--- src/rtl/c7bbiu_wr_arb_rr.sv ---
// c7bbiu write-path arbiter: grants one requester per AXI write transaction, drives AW then the W burst.
// Build option C7BBIU_WR_ARB_RR_EN: round-robin when defined, fixed priority (lowest index) otherwise.
module c7bbiu_wr_arb_rr #(
    parameter int              NREQ    = 2,
    parameter int              ADDR_W  = 32,
    parameter int              DATA_W  = 32,
    parameter int              ID_W    = 4,
    parameter logic [ID_W-1:0] ID_BASE = 4'h1
) (
    input  logic                       clk,
    input  logic                       resetn,
    input  logic                       axi_aw_ready,
    input  logic                       axi_w_ready,
    input  logic [NREQ-1:0]            req_aw_req,
    output logic [NREQ-1:0]            req_aw_ack,
    input  logic [NREQ-1:0]            req_w_req,
    output logic [NREQ-1:0]            req_w_ack,
    input  logic [NREQ*ADDR_W-1:0]     req_addr,
    input  logic [NREQ*8-1:0]          req_len,
    input  logic [NREQ*3-1:0]          req_size,
    input  logic [NREQ*2-1:0]          req_burst,
    input  logic [NREQ*DATA_W-1:0]     req_wdata,
    input  logic [NREQ*DATA_W/8-1:0]   req_wstrb,
    output logic                       arb_wr_aw_val,
    output logic [ID_W-1:0]            arb_wr_aw_id,
    output logic [ADDR_W-1:0]          arb_wr_aw_addr,
    output logic [7:0]                 arb_wr_aw_len,
    output logic [2:0]                 arb_wr_aw_size,
    output logic [1:0]                 arb_wr_aw_burst,
    output logic                       arb_wr_aw_lock,
    output logic [3:0]                 arb_wr_aw_cache,
    output logic [2:0]                 arb_wr_aw_prot,
    output logic                       arb_wr_w_val,
    output logic [ID_W-1:0]            arb_wr_w_id,
    output logic [DATA_W-1:0]          arb_wr_w_data,
    output logic [DATA_W/8-1:0]        arb_wr_w_strb,
    output logic                       arb_wr_w_last,
    output logic [NREQ-1:0]            arb_wr_grant
);

    localparam int PTR_W  = (NREQ > 1) ? $clog2(NREQ) : 1;
    localparam int STRB_W = DATA_W / 8;

    typedef enum logic [1:0] {
        S_IDLE = 2'd0,
        S_AW   = 2'd1,
        S_W    = 2'd2
    } state_t;

    state_t            state_r;
    logic [NREQ-1:0]   grant_r;
    logic [PTR_W-1:0]  gidx_r;
    logic [7:0]        len_r;
    logic [7:0]        beat_cnt_r;

    logic [PTR_W-1:0]  start_s;
    logic [PTR_W-1:0]  win_idx_s;
    logic              win_found_s;
    logic              aw_val_s;
    logic              aw_hs_s;
    logic              w_val_s;
    logic              w_hs_s;
    logic              w_last_s;
    logic [ID_W-1:0]   id_s;
    logic [ADDR_W-1:0] sel_addr_s;
    logic [2:0]        sel_size_s;
    logic [1:0]        sel_burst_s;
    logic [DATA_W-1:0] sel_data_s;
    logic [STRB_W-1:0] sel_strb_s;

`ifdef C7BBIU_WR_ARB_RR_EN
    logic [PTR_W-1:0]  rr_ptr_r;
    assign start_s = rr_ptr_r;
`else
    assign start_s = '0;
`endif

    // Search from start_s with wrap-around; the first asserted AW request wins.
    always_comb begin
        int  cand;
        logic hit;
        cand        = 0;
        hit         = 1'b0;
        win_found_s = 1'b0;
        win_idx_s   = '0;
        for (int k = 0; k < NREQ; k++) begin
            cand        = ((int'(start_s) + k) >= NREQ) ? (int'(start_s) + k - NREQ) : (int'(start_s) + k);
            hit         = !win_found_s && req_aw_req[cand];
            win_idx_s   = hit ? PTR_W'(cand) : win_idx_s;
            win_found_s = win_found_s | hit;
        end
    end

    assign aw_val_s = (state_r == S_AW);
    assign aw_hs_s  = aw_val_s & axi_aw_ready;
    assign w_val_s  = (state_r == S_W) & req_w_req[gidx_r];
    assign w_hs_s   = w_val_s & axi_w_ready;
    assign w_last_s = (beat_cnt_r == len_r);
    assign id_s     = ID_BASE + ID_W'(gidx_r);

    assign sel_addr_s  = req_addr[int'(gidx_r)*ADDR_W +: ADDR_W];
    assign sel_size_s  = req_size[int'(gidx_r)*3 +: 3];
    assign sel_burst_s = req_burst[int'(gidx_r)*2 +: 2];
    assign sel_data_s  = req_wdata[int'(gidx_r)*DATA_W +: DATA_W];
    assign sel_strb_s  = req_wstrb[int'(gidx_r)*STRB_W +: STRB_W];

    // Payloads are forced to zero whenever their channel is not valid.
    assign arb_wr_aw_val   = aw_val_s;
    assign arb_wr_aw_id    = aw_val_s ? id_s : '0;
    assign arb_wr_aw_addr  = aw_val_s ? sel_addr_s : '0;
    assign arb_wr_aw_len   = aw_val_s ? len_r : 8'd0;
    assign arb_wr_aw_size  = aw_val_s ? sel_size_s : 3'd0;
    assign arb_wr_aw_burst = aw_val_s ? sel_burst_s : 2'd0;
    assign arb_wr_aw_lock  = 1'b0;
    assign arb_wr_aw_cache = 4'b0000;
    assign arb_wr_aw_prot  = 3'b000;

    assign arb_wr_w_val  = w_val_s;
    assign arb_wr_w_id   = w_val_s ? id_s : '0;
    assign arb_wr_w_data = w_val_s ? sel_data_s : '0;
    assign arb_wr_w_strb = w_val_s ? sel_strb_s : '0;
    assign arb_wr_w_last = w_val_s & w_last_s;

    assign req_aw_ack   = aw_hs_s ? grant_r : '0;
    assign req_w_ack    = w_hs_s ? grant_r : '0;
    assign arb_wr_grant = grant_r;

    // Transaction FSM: arbitrate in IDLE, hold the grant through AW and every W beat.
    always_ff @(posedge clk or negedge resetn) begin
        if (!resetn) begin
            state_r    <= S_IDLE;
            grant_r    <= '0;
            gidx_r     <= '0;
            len_r      <= 8'd0;
            beat_cnt_r <= 8'd0;
`ifdef C7BBIU_WR_ARB_RR_EN
            rr_ptr_r   <= '0;
`endif
        end else begin
            case (state_r)
                S_IDLE: begin
                    if (win_found_s) begin
                        state_r <= S_AW;
                        grant_r <= NREQ'(1) << win_idx_s;
                        gidx_r  <= win_idx_s;
                        len_r   <= req_len[int'(win_idx_s)*8 +: 8];
                    end
                end
                S_AW: begin
                    if (aw_hs_s) begin
                        state_r    <= S_W;
                        beat_cnt_r <= 8'd0;
`ifdef C7BBIU_WR_ARB_RR_EN
                        rr_ptr_r   <= (gidx_r == PTR_W'(NREQ - 1)) ? '0 : gidx_r + PTR_W'(1);
`endif
                    end
                end
                S_W: begin
                    if (w_hs_s) begin
                        beat_cnt_r <= beat_cnt_r + 8'd1;
                        if (w_last_s) begin
                            state_r <= S_IDLE;
                            grant_r <= '0;
                        end
                    end
                end
                default: begin
                    state_r <= S_IDLE;
                    grant_r <= '0;
                end
            endcase
        end
    end

endmodule
--- config.mk ---
export PLATFORM = sky130hd
export DESIGN_NAME = c7bbiu_wr_arb_rr
export DESIGN_NICKNAME = d
export VERILOG_FILES = /design/src/rtl/c7bbiu_wr_arb_rr.sv
export SDC_FILE = /design/constraint.sdc
export NUM_CORES = 1
export LEC_CHECK = 0
export CAP_MARGIN = 25
export CORE_AREA = 2 2 107 109
export CTS_CLUSTER_SIZE = 8
export DETAILED_ROUTE_END_ITERATION = 7
export DIE_AREA = 0 0 109 111
export GPL_TIMING_DRIVEN = 0
export PLACE_DENSITY = 0.73
export SLEW_MARGIN = 20
export SYNTH_ARGS = -nofsm -noshare
export SYNTH_HDL_FRONTEND = slang
export SYNTH_SLANG_ARGS = --single-unit
--- constraint.sdc ---
create_clock -name clk -period 5.8 [get_ports clk]
set_input_delay 1.74 -clock clk [delete_from_list [all_inputs] [get_ports clk]]
set_output_delay 1.74 -clock clk [all_outputs]
set_load 0.02 [all_outputs]
==> impl_metrics.env, run 1 <==
export IMPL_drive_gt1_share_pct=6.534
export IMPL_min_path_type="reg -> reg"
export IMPL_route_vias_total=3100
export IMPL_ys_ff_latch=21
export IMPL_postRouteAntennaNets=0
export IMPL_layout_common_cells="263 x clkdlybuf4s50_1, 51 x mux2i_1, 40 x nor2_1"
export IMPL_hold_viol_final=0
export IMPL_ir_worst_vdd_mv=0.1835
export IMPL_core_area_mm2=0.01108
export IMPL_yosysWarningCount=0
export IMPL_netlist_instances=272
export IMPL_rr_worst_depth=4
export IMPL_path_max_fanout=10
export IMPL_period_share_pct=94.69
export IMPL_wl_met1_um=3869
export IMPL_hpwlAfterDp_um=8935
export IMPL_grt_pass1_wl_um=16100
export IMPL_htreeDepth=1
export IMPL_slew_headroom_pct=59.67
export IMPL_synth_edf_count=0
export IMPL_r2r_start="beat_cnt_r[2]$_DFFE_PN0P_"
export IMPL_path_clk_slew_ps=60
export IMPL_pin_count=276
export IMPL_netSwitchingPower_uw=764.1
export IMPL_highest_layer="met4"
export IMPL_post_cts_resized=0
export IMPL_maxSlewViolCount=0
export IMPL_vias_per_cell=4.467
export IMPL_final_common_cell="clkdlybuf4s50_1"
export IMPL_tns_ps=0
export IMPL_avgSynthCellArea_um2=8.436
export IMPL_routed_wl_met3_um=1154
export IMPL_p_clk_share_pct=8.6
export IMPL_timing_worst_setup_path_type="in -> out"
export IMPL_status="completed"
export IMPL_worst_pin_slew_ps=605.0
export IMPL_power_internal_uw=937.7
export IMPL_wl_um=10640
export IMPL_fill_cells=1061
export IMPL_required_ps=4060
export IMPL_switching_share_pct=44.90
export IMPL_rrSetupSlack_ps=4040
export IMPL_n_antenna_cell=0
export IMPL_period_needed_ps=5492
export IMPL_die_area_mm2=0.01210
export IMPL_grt_pass1_vias=3217
export IMPL_place_gp_congestion=0.8307
export IMPL_grt_overflow_total=0
export IMPL_drt_pre_antenna_iters=4
export IMPL_setup_viol=0
export IMPL_timing_final_ws_setup_ps=307.9
export IMPL_worstReg2RegEnd="arb_wr_grant[1]$_DFFE_PN0P_"
export IMPL_maxCapViolCount=0
export IMPL_globalRouteTotalUtil_pct=16.66
export IMPL_syn_area_mm2=0.002295
export IMPL_pwr_share_seq_pct=14.8
export IMPL_grt_max_degree=22
export IMPL_start_util_pct=20.72
export IMPL_yosysSeqAreaShare_pct=22.90
export IMPL_ys_async_sr_fraction_pct=100.0
export IMPL_area_growth_pct=128.2
export IMPL_nets=723
export IMPL_cts_buffers=3
export IMPL_min_delay_path_depth=1
export IMPL_cts_root_buffer="clkbuf_16"
export IMPL_hp_start="beat_cnt_r[7]$_DFFE_PN0P_"
export IMPL_cp_start_kind="input pin"
export IMPL_cts_tree="built"
export IMPL_seq_area_um2=525.5
export IMPL_cp_arrival_ps=3750
export IMPL_dp_slack_ps=288.9
export IMPL_die_w_um=109
export IMPL_rsz0062_at_grt="no"
export IMPL_synth_distinct_cells=34
export IMPL_cellPowerDensity_mw_per_mm2=324.9
export IMPL_wl_met2_um=5435
export IMPL_multi_input_area_mm2=0.001569
export IMPL_synth_flop_cell="dfrtp_1"
export IMPL_leakagePower_uw=0.002222
export IMPL_remaining_drc_errors=0
export IMPL_clock_sinks=21
export IMPL_wl_per_cell_um=15.33
export IMPL_holdPathEnd="beat_cnt_r[7]$_DFFE_PN0P_"
export IMPL_antenna_found_initial=0
export IMPL_ctsHoldBuffers=0
export IMPL_post_cts_buffers=0
export IMPL_max_freq_mhz=182.1
export IMPL_first_iter_violations=132
export IMPL_num_rows=39
export IMPL_numPortBuffers=263
export IMPL_insertion_delay_ps=250
export IMPL_final_setup_skew_ps=2.291
export IMPL_die_y_um=111
export IMPL_pwr_share_comb_pct=76.6
export IMPL_cts_buffer_depth=2
export IMPL_worst_setup_path_end_kind="output pin"
## synthesized netlist by cell type (4+ instances only)
cell | number | share of area, %
clkbuf_1 | 5 | 0.82
buf_6 | 5 | 2.5
a21oi_1 | 5 | 1.1
xor2_1 | 11 | 4.2
and2_1 | 11 | 3.0
a22o_1 | 37 | 14
o21ai_0 | 10 | 2.2
buf_2 | 7 | 1.5
nor2_1 | 40 | 6.5
dfrtp_1 | 21 | 23
and3_1 | 5 | 1.4
mux2i_1 | 51 | 22
buf_4 | 16 | 5.2
nand2_1 | 17 | 2.8
nand3_1 | 4 | 0.87
## routing by layer
layer | vias to the layer above | track usage, %
met2 | 187 | 30.68
li1 | 1510 | -
met3 | 16 | 4.703
met4 | 0 | 4.188
met5 | - | 0
met1 | 1387 | 18.40
## state kept, by name, summed over array words and instances (netlist names)
| name | cells |
|---|---|
| arb_wr_grant | 2 |
| gidx_r | 1 |
| beat_cnt_r | 8 |
| len_r | 8 |
| state_r | 2 |
## worst max path at each step
stage / startpoint / end / slack, ps
3_5_place_dp: req_w_req[1] / arb_wr_w_data[21] / 290
4_1_cts: req_w_req[1] / arb_wr_w_strb[2] / 280
2_1_floorplan: req_w_req[0] / arb_wr_w_data[25] / 1380
6_report: req_w_req[1] / arb_wr_w_strb[2] / 310
3_3_place_gp: req_w_req[1] / arb_wr_w_data[10] / 300
5_1_grt: req_w_req[1] / arb_wr_w_data[12] / 170
## cell type report
| cell class | instances | share of cell area [%] |
|---|---|---|
| clock buffer | 4 | 1.505 |
| multi-input combinational | 226 | 29.96 |
| timing repair buffer | 264 | 50.48 |
| buffer | 34 | 4.467 |
| inverter | 2 | 0.1433 |
| tap | 143 | 3.416 |
| sequential | 21 | 10.03 |
## power by group through the flow
stage | registers [uW] | logic [uW] | clock network, uW
floorplan | 244 | 724 | 0
global placement | 249 | 1290 | 0
detailed placement | 252 | 1310 | 0
CTS | 250 | 1320 | 148
global route | 258 | 1400 | 155
finish | 252 | 1300 | 146
## cell families (layout without fill, tap and decap cells)
family	Yosys count	after routing	share of synthesized area (%)
DFF	21	21	22.90
and+or+nand+nor	95	95	20.28
other	1	12	0.1634
muxes	52	52	22.90
xor gates and xnor gates	11	11	4.198
buffers and inverters	36	304	10.52
adders and majority gates	1	1	0.5452
AOI/OAI and AO/OA	55	55	18.48
## per-stage QoR
step                      utilization, %  cells  hold WS (ps)  power (uW)  area [um2]
after floorplan                        -    283         464.6       968.5        2336
after global placement             46.47    689         485.8        1542        5147
after detailed placement           46.47    689         500.6        1562        5147
after CTS                          47.18    693         520.3        1716        5226
after global routing               47.28    694         544.3        1812        5238
final                              47.28    694         512.5        1702        5238
## worst max-delay path: stages
cell and delay, ps:
clkdlybuf4s50_1 480, mux2_4 200, nand2_2 90, nor2_4 220, buf_4 230, a22o_1 180
clkdlybuf4s50_1 610
(Power assumes the default switching activity.)
==> run 2: changes to the inputs <==
--- a/config.mk
+++ b/config.mk
@@ -7,9 +7,11 @@
 export LEC_CHECK = 0
 export CAP_MARGIN = 25
 export CORE_AREA = 2 2 107 109
+export CTS_CLUSTER_DIAMETER = 50
 export CTS_CLUSTER_SIZE = 8
 export DETAILED_ROUTE_END_ITERATION = 7
 export DIE_AREA = 0 0 109 111
+export GPL_ROUTABILITY_DRIVEN = 0
 export GPL_TIMING_DRIVEN = 0
 export PLACE_DENSITY = 0.73
 export SLEW_MARGIN = 20
==> results of run 2 <==
Final layout, timing and power as in run 1 (identical DEF).
